## config.mk

```make
export PLATFORM = sky130hd
export DESIGN_NAME = pattern_mode_sequencer
export DESIGN_NICKNAME = d
export VERILOG_FILES = /design/src/rtl/pattern_mode_sequencer.sv
export SDC_FILE = /design/constraint.sdc
export NUM_CORES = 1
export LEC_CHECK = 0
export CAP_MARGIN = 20
export CORE_MARGIN = 1.5
export CORE_UTILIZATION = 30
export DETAILED_ROUTE_END_ITERATION = 16
export DONT_BUFFER_PORTS = 1
export SYNTH_ARGS = -nofsm -noshare
export SYNTH_HDL_FRONTEND = slang
export SYNTH_SLANG_ARGS = --single-unit
```

## constraint.sdc

```tcl
create_clock -name I_pxl_clk -period 2.8 [get_ports I_pxl_clk]
set_input_delay 0.42 -clock I_pxl_clk [delete_from_list [all_inputs] [get_ports I_pxl_clk]]
set_output_delay 0.42 -clock I_pxl_clk [all_outputs]
set_load 0.01 [all_outputs]
```

## src/rtl/pattern_mode_sequencer.sv

```systemverilog
// pattern_mode_sequencer: frame-synchronous pattern mode / single-colour selector for the test-pattern generator (optional PATTERN_SEQ_COLOR_CYCLE_EN)
module pattern_mode_sequencer #(
    parameter int NUM_MODES       = 4,
    parameter int FRAMES_PER_MODE = 256,
    parameter int DEB_CYCLES      = 1485000
) (
    input  logic       I_pxl_clk,
    input  logic       I_rst,
    input  logic       I_vs,
    input  logic       I_vs_pol,
    input  logic       I_btn,
    input  logic       I_auto_en,
    output logic [2:0] O_mode,
    output logic [7:0] O_single_r,
    output logic [7:0] O_single_g,
    output logic [7:0] O_single_b,
    output logic [9:0] O_frame_cnt,
    output logic       O_mode_chg
);
    localparam int DW = $clog2(DEB_CYCLES + 1);
    localparam logic [2:0] MODE_LAST = 3'(NUM_MODES - 1);
    localparam logic [9:0] FRAME_LAST = 10'(FRAMES_PER_MODE - 1);
    localparam logic [DW-1:0] DEB_LAST = DW'(DEB_CYCLES - 1);

    typedef enum logic {S_HOLD, S_PEND} state_t;

    state_t        state, state_nxt;
    logic          vs_act, vs_r, frame_end;
    logic          btn_s1, btn_s2, btn_db, btn_db_r, press, advance;
    logic [DW-1:0] deb_cnt;

    assign vs_act    = I_vs ~^ I_vs_pol;
    assign frame_end = vs_r & ~vs_act;
    assign press     = btn_db & ~btn_db_r;
    assign advance   = frame_end & ((state == S_PEND) | (I_auto_en & (O_frame_cnt == FRAME_LAST)));

    // VS edge tracking, button synchroniser and debounce
    always_ff @(posedge I_pxl_clk or posedge I_rst) begin
        if (I_rst) begin
            vs_r     <= 1'b0;
            btn_s1   <= 1'b0;
            btn_s2   <= 1'b0;
            btn_db   <= 1'b0;
            btn_db_r <= 1'b0;
            deb_cnt  <= '0;
        end else begin
            vs_r     <= vs_act;
            btn_s1   <= I_btn;
            btn_s2   <= btn_s1;
            btn_db_r <= btn_db;
            if (btn_s2 == btn_db) begin
                deb_cnt <= '0;
            end else if (deb_cnt == DEB_LAST) begin
                deb_cnt <= '0;
                btn_db  <= btn_s2;
            end else begin
                deb_cnt <= deb_cnt + 1'b1;
            end
        end
    end

    // request state register
    always_ff @(posedge I_pxl_clk or posedge I_rst) begin
        if (I_rst) state <= S_HOLD;
        else       state <= state_nxt;
    end

    // a press arms a request; the next frame boundary consumes it, extra presses are absorbed
    always_comb begin
        state_nxt = state;
        state_nxt = (state == S_HOLD) ? (press ? S_PEND : S_HOLD) : (frame_end ? S_HOLD : S_PEND);
    end

    // mode, frame count and change pulse, updated only at frame boundaries
    always_ff @(posedge I_pxl_clk or posedge I_rst) begin
        if (I_rst) begin
            O_mode      <= '0;
            O_frame_cnt <= '0;
            O_mode_chg  <= 1'b0;
        end else begin
            O_mode_chg <= advance;
            if (advance) begin
                O_mode      <= (O_mode == MODE_LAST) ? 3'd0 : O_mode + 3'd1;
                O_frame_cnt <= '0;
            end else if (!I_auto_en) begin
                O_frame_cnt <= '0;
            end else if (frame_end) begin
                O_frame_cnt <= O_frame_cnt + 10'd1;
            end
        end
    end

`ifdef PATTERN_SEQ_COLOR_CYCLE_EN
    logic [1:0] col_idx;

    // colour index steps each time the mode sequence wraps back to 0
    always_ff @(posedge I_pxl_clk or posedge I_rst) begin
        if (I_rst)                              col_idx <= 2'd0;
        else if (advance && O_mode == MODE_LAST) col_idx <= col_idx + 2'd1;
    end

    assign O_single_r = (col_idx == 2'd0 || col_idx == 2'd3) ? 8'hFF : 8'h00;
    assign O_single_g = (col_idx == 2'd1 || col_idx == 2'd3) ? 8'hFF : 8'h00;
    assign O_single_b = (col_idx == 2'd2 || col_idx == 2'd3) ? 8'hFF : 8'h00;
`else
    assign O_single_r = 8'h00;
    assign O_single_g = 8'hFF;
    assign O_single_b = 8'h00;
`endif
endmodule
```

==> results.md <==
* Status: finished, final reports clean
* Ys flop type: dfrtp_1
* Routed vias at roughly 1600
* Maxcap violations at 0
* Crit Path Category: flop to flop
* Layout cell share with drive strength beyond 1 at 0.0929
* PostCTS Resize Cnt at 0
* Post-synthesis sequential area ratio at 0.461
* Slowest CP cell: dfrtp_1
* Startpoint Class: flop
* Worst min path class: input port to async pin
* Count of boundary I/O pins at 44
* Routed WL per cell at between 10 and 15 µm
* CTS tree: yes
* Leakage at between 1 and 1.5 nW
* RSZ-0062 raised after global routing: no
* Cts bufs inserted at 5
* Crit path capture type: flop
* Number of synthesized flops with an enable pin at 0
* Rows at 31
* Slew Viols, Final at 0
* Initial antenna violation count at 0
* Final Hold Viols at 0
* Vias in the first global route at roughly 1500
* Total gr overflow at 0
* Worst Skew at 0.00654 ns
* Vias per inst at 4.84
* Post-Synth Simple-Gate Area at 0.211
* DRT Pass-1 Iters at 6
* Core Region at around 0.0072 mm²
* Setup TNS at 0 ns
* Max stage delay on crit path at around 0.5 ns
* Clock Tree Buf Depth at 2
* Fraction of synthesized area in multiplexers at 0.0253
* Routed WL at roughly 4200 µm
* Area Growth Syn to Fin at 6.07%
* Synth Area in Adders at 0.0169
* Most common cell after layout, fill and taps aside: dfrtp_1
* Starting DRT DRC Count at between 100 and 150
* Post-synthesis register bit count at 41
* Fillers at approximately 760
* XOR/XNOR share of the synthesized area at 0.0551
* Crit path cell chain: ha_1 -> nand3_1 -> nor4_1 -> buf_4 -> o211a_1 -> mux2_2
* CP max FO at 12
* Hpwl dp at 2810 µm
* # H-tree levels at 2
* Leading cell types in the layout, fill and taps excluded: dfrtp_1 (41), conb_1 (24), nand3_1 (16), nor2_1 (15), a21oi_1 (9)
* Fin crit period at between 2 and 2.5 ns
* Cell area after synthesis at roughly 0.0022 mm²
* Least-Margin Pin Slew at ~0.60 ns
* Die height at about 89 µm
* Nets at 234
* Largest net degree at the start of global routing at between 40 and 50
* VDD IR-drop max at about 0.24 mV
* IO buf count at 0
* Clk sinks at roughly 40
* Main combinational cell family by area after synthesis: simple AND/OR/NAND/NOR gates
* Synth warnings at 0
* Crit path max-delay family: flip-flops
* Post-synthesis compound-gate area fraction at 0.121
* Syn_area_per_cell at around 10 µm²
* First-pass GRT wire length at 7000 µm
* Total global-route track usage at 0.114
* Critical Path AT at 2.21 ns
* Slew HR at 0.594
* Post-synthesis cell type count at 44
* Final Util at 0.327
* Synth async-reset ratio at 1.00
* Post-DRT Antenna Nets at 0
* Clock slew at reported path FFs at roughly 0.080 ns
* Tcrit/Tclk final at 0.723
* CP bufs+invs at 1
* Remaining routing DRC violations at 0
* Post CTS Setup Buffer Count at 0
* Max Fclk at a little under 500 MHz
* Cells after synthesis at ~220
* ANT cells at 0
* Placer congestion estimate at ~0.80
* Clock Tree Root: clkbuf_8
* Die Wd at between 80 and 90 µm
* Pwr Density at 527 mW/mm²
* Die area at approximately 0.008 mm²
* Req. time, crit path at approximately 3.0 ns
* Later-pin clock latency in the skew report at a little under 0.3 ns
* Initial Util at 0.308
* Post-CTS Hold Fix Bufs at 0
* Final setup vio count at 0
-- power breakdown --
part | leakage, nW | internal, W | switching [W]
Clock | 0.0585 | 0.000291 | 0.000211
Sequential | 0.555 | 0.000615 | 0.0000373
Combinational | 0.426 | 0.0000304 | 0.0000590
Total | 1.04 | 0.000937 | 0.000307
-- path summary, 6_finish.rpt --
kind | slack (ns) | depth (start not counted) | endpoint | startpoint
setup / recovery | 0.77 | 6 | O_mode[0] | O_frame_cnt[1]
hold / removal | 0.14 | 2 | O_frame_cnt[2] | I_rst
setup reg to reg | 0.77 | 6 | O_mode[0] | O_frame_cnt[1]
hold reg to reg | 0.36 | 0 | btn_s2 | btn_s1
max in group asynchronous | 2.27 | 2 | deb_cnt[17] | I_rst
min in group I_pxl_clk | 0.15 | 0 | btn_s1 | I_btn
-- final cells by class --
cell class / count / area [µm²] / area share
clock inverters: 1 / 30.0 / 0.0127
flip-flops and latches: 41 / 1030 / 0.435
multi-input cells: 167 / 1040 / 0.443
repair buffers: 3 / 22.5 / 0.00954
inverters: 7 / 26.3 / 0.0111
clock buffers: 7 / 86.3 / 0.0366
well taps: 99 / 124 / 0.0525
-- metal layers --
layer	vias to the layer above	wire length, µm	track usage
li1	757	-	-
met1	773	1990	0.142
met2	38	1930	0.189
met3	5	225	0.0369
met4	0	34	0.0294
met5	-	0	0
-- cells in the mapped netlist, types with 6 or more instances --
cell type / n / share of area
or4_1: 6 / 0.020
o31ai_1: 8 / 0.027
a21oi_1: 9 / 0.020
nand3_1: 16 / 0.036
xnor2_1: 7 / 0.028
buf_4: 24 / 0.081
nor4_1: 6 / 0.017
nor2_1: 15 / 0.025
and3_1: 8 / 0.022
xor2_1: 7 / 0.028
inv_1: 7 / 0.012
dfrtp_1: 41 / 0.46
nand2_1: 6 / 0.010
-- per-stage QoR --
step | total power [W] | hold slack, ns | instance area, µm² | std cells | setup slack (ns)
2_1_floorplan | 0.000753 | 0.331 | 2310 | 244 | 1.02
3_3_place_gp | 0.000749 | 0.337 | 2240 | 317 | 0.862
3_5_place_dp | 0.000756 | 0.348 | 2240 | 317 | 0.826
4_1_cts | 0.00126 | 0.141 | 2360 | 325 | 0.790
5_1_grt | 0.00131 | 0.124 | 2360 | 325 | 0.618
6_report | 0.00124 | 0.144 | 2360 | 325 | 0.775
-- registers in the layout, summed over array words and instances (netlist names) --
signal,count
state,1
vs_r,1
btn_db,1
btn_s1,1
O_mode,3
btn_db_r,1
deb_cnt,21
O_frame_cnt,10
O_mode_chg,1
btn_s2,1
-- logic make-up after synthesis --
group / after synthesis
AND/OR/NAND/NOR: 82
adder cells (fa/ha/maj): 3
buffers and inverters: 36
multiplexers: 5
other: 2
flip-flops: 41
AO/OA/AOI/OAI: 39
XOR/XNOR: 14
No activity file was read; power rests on OpenSTA's default activity.
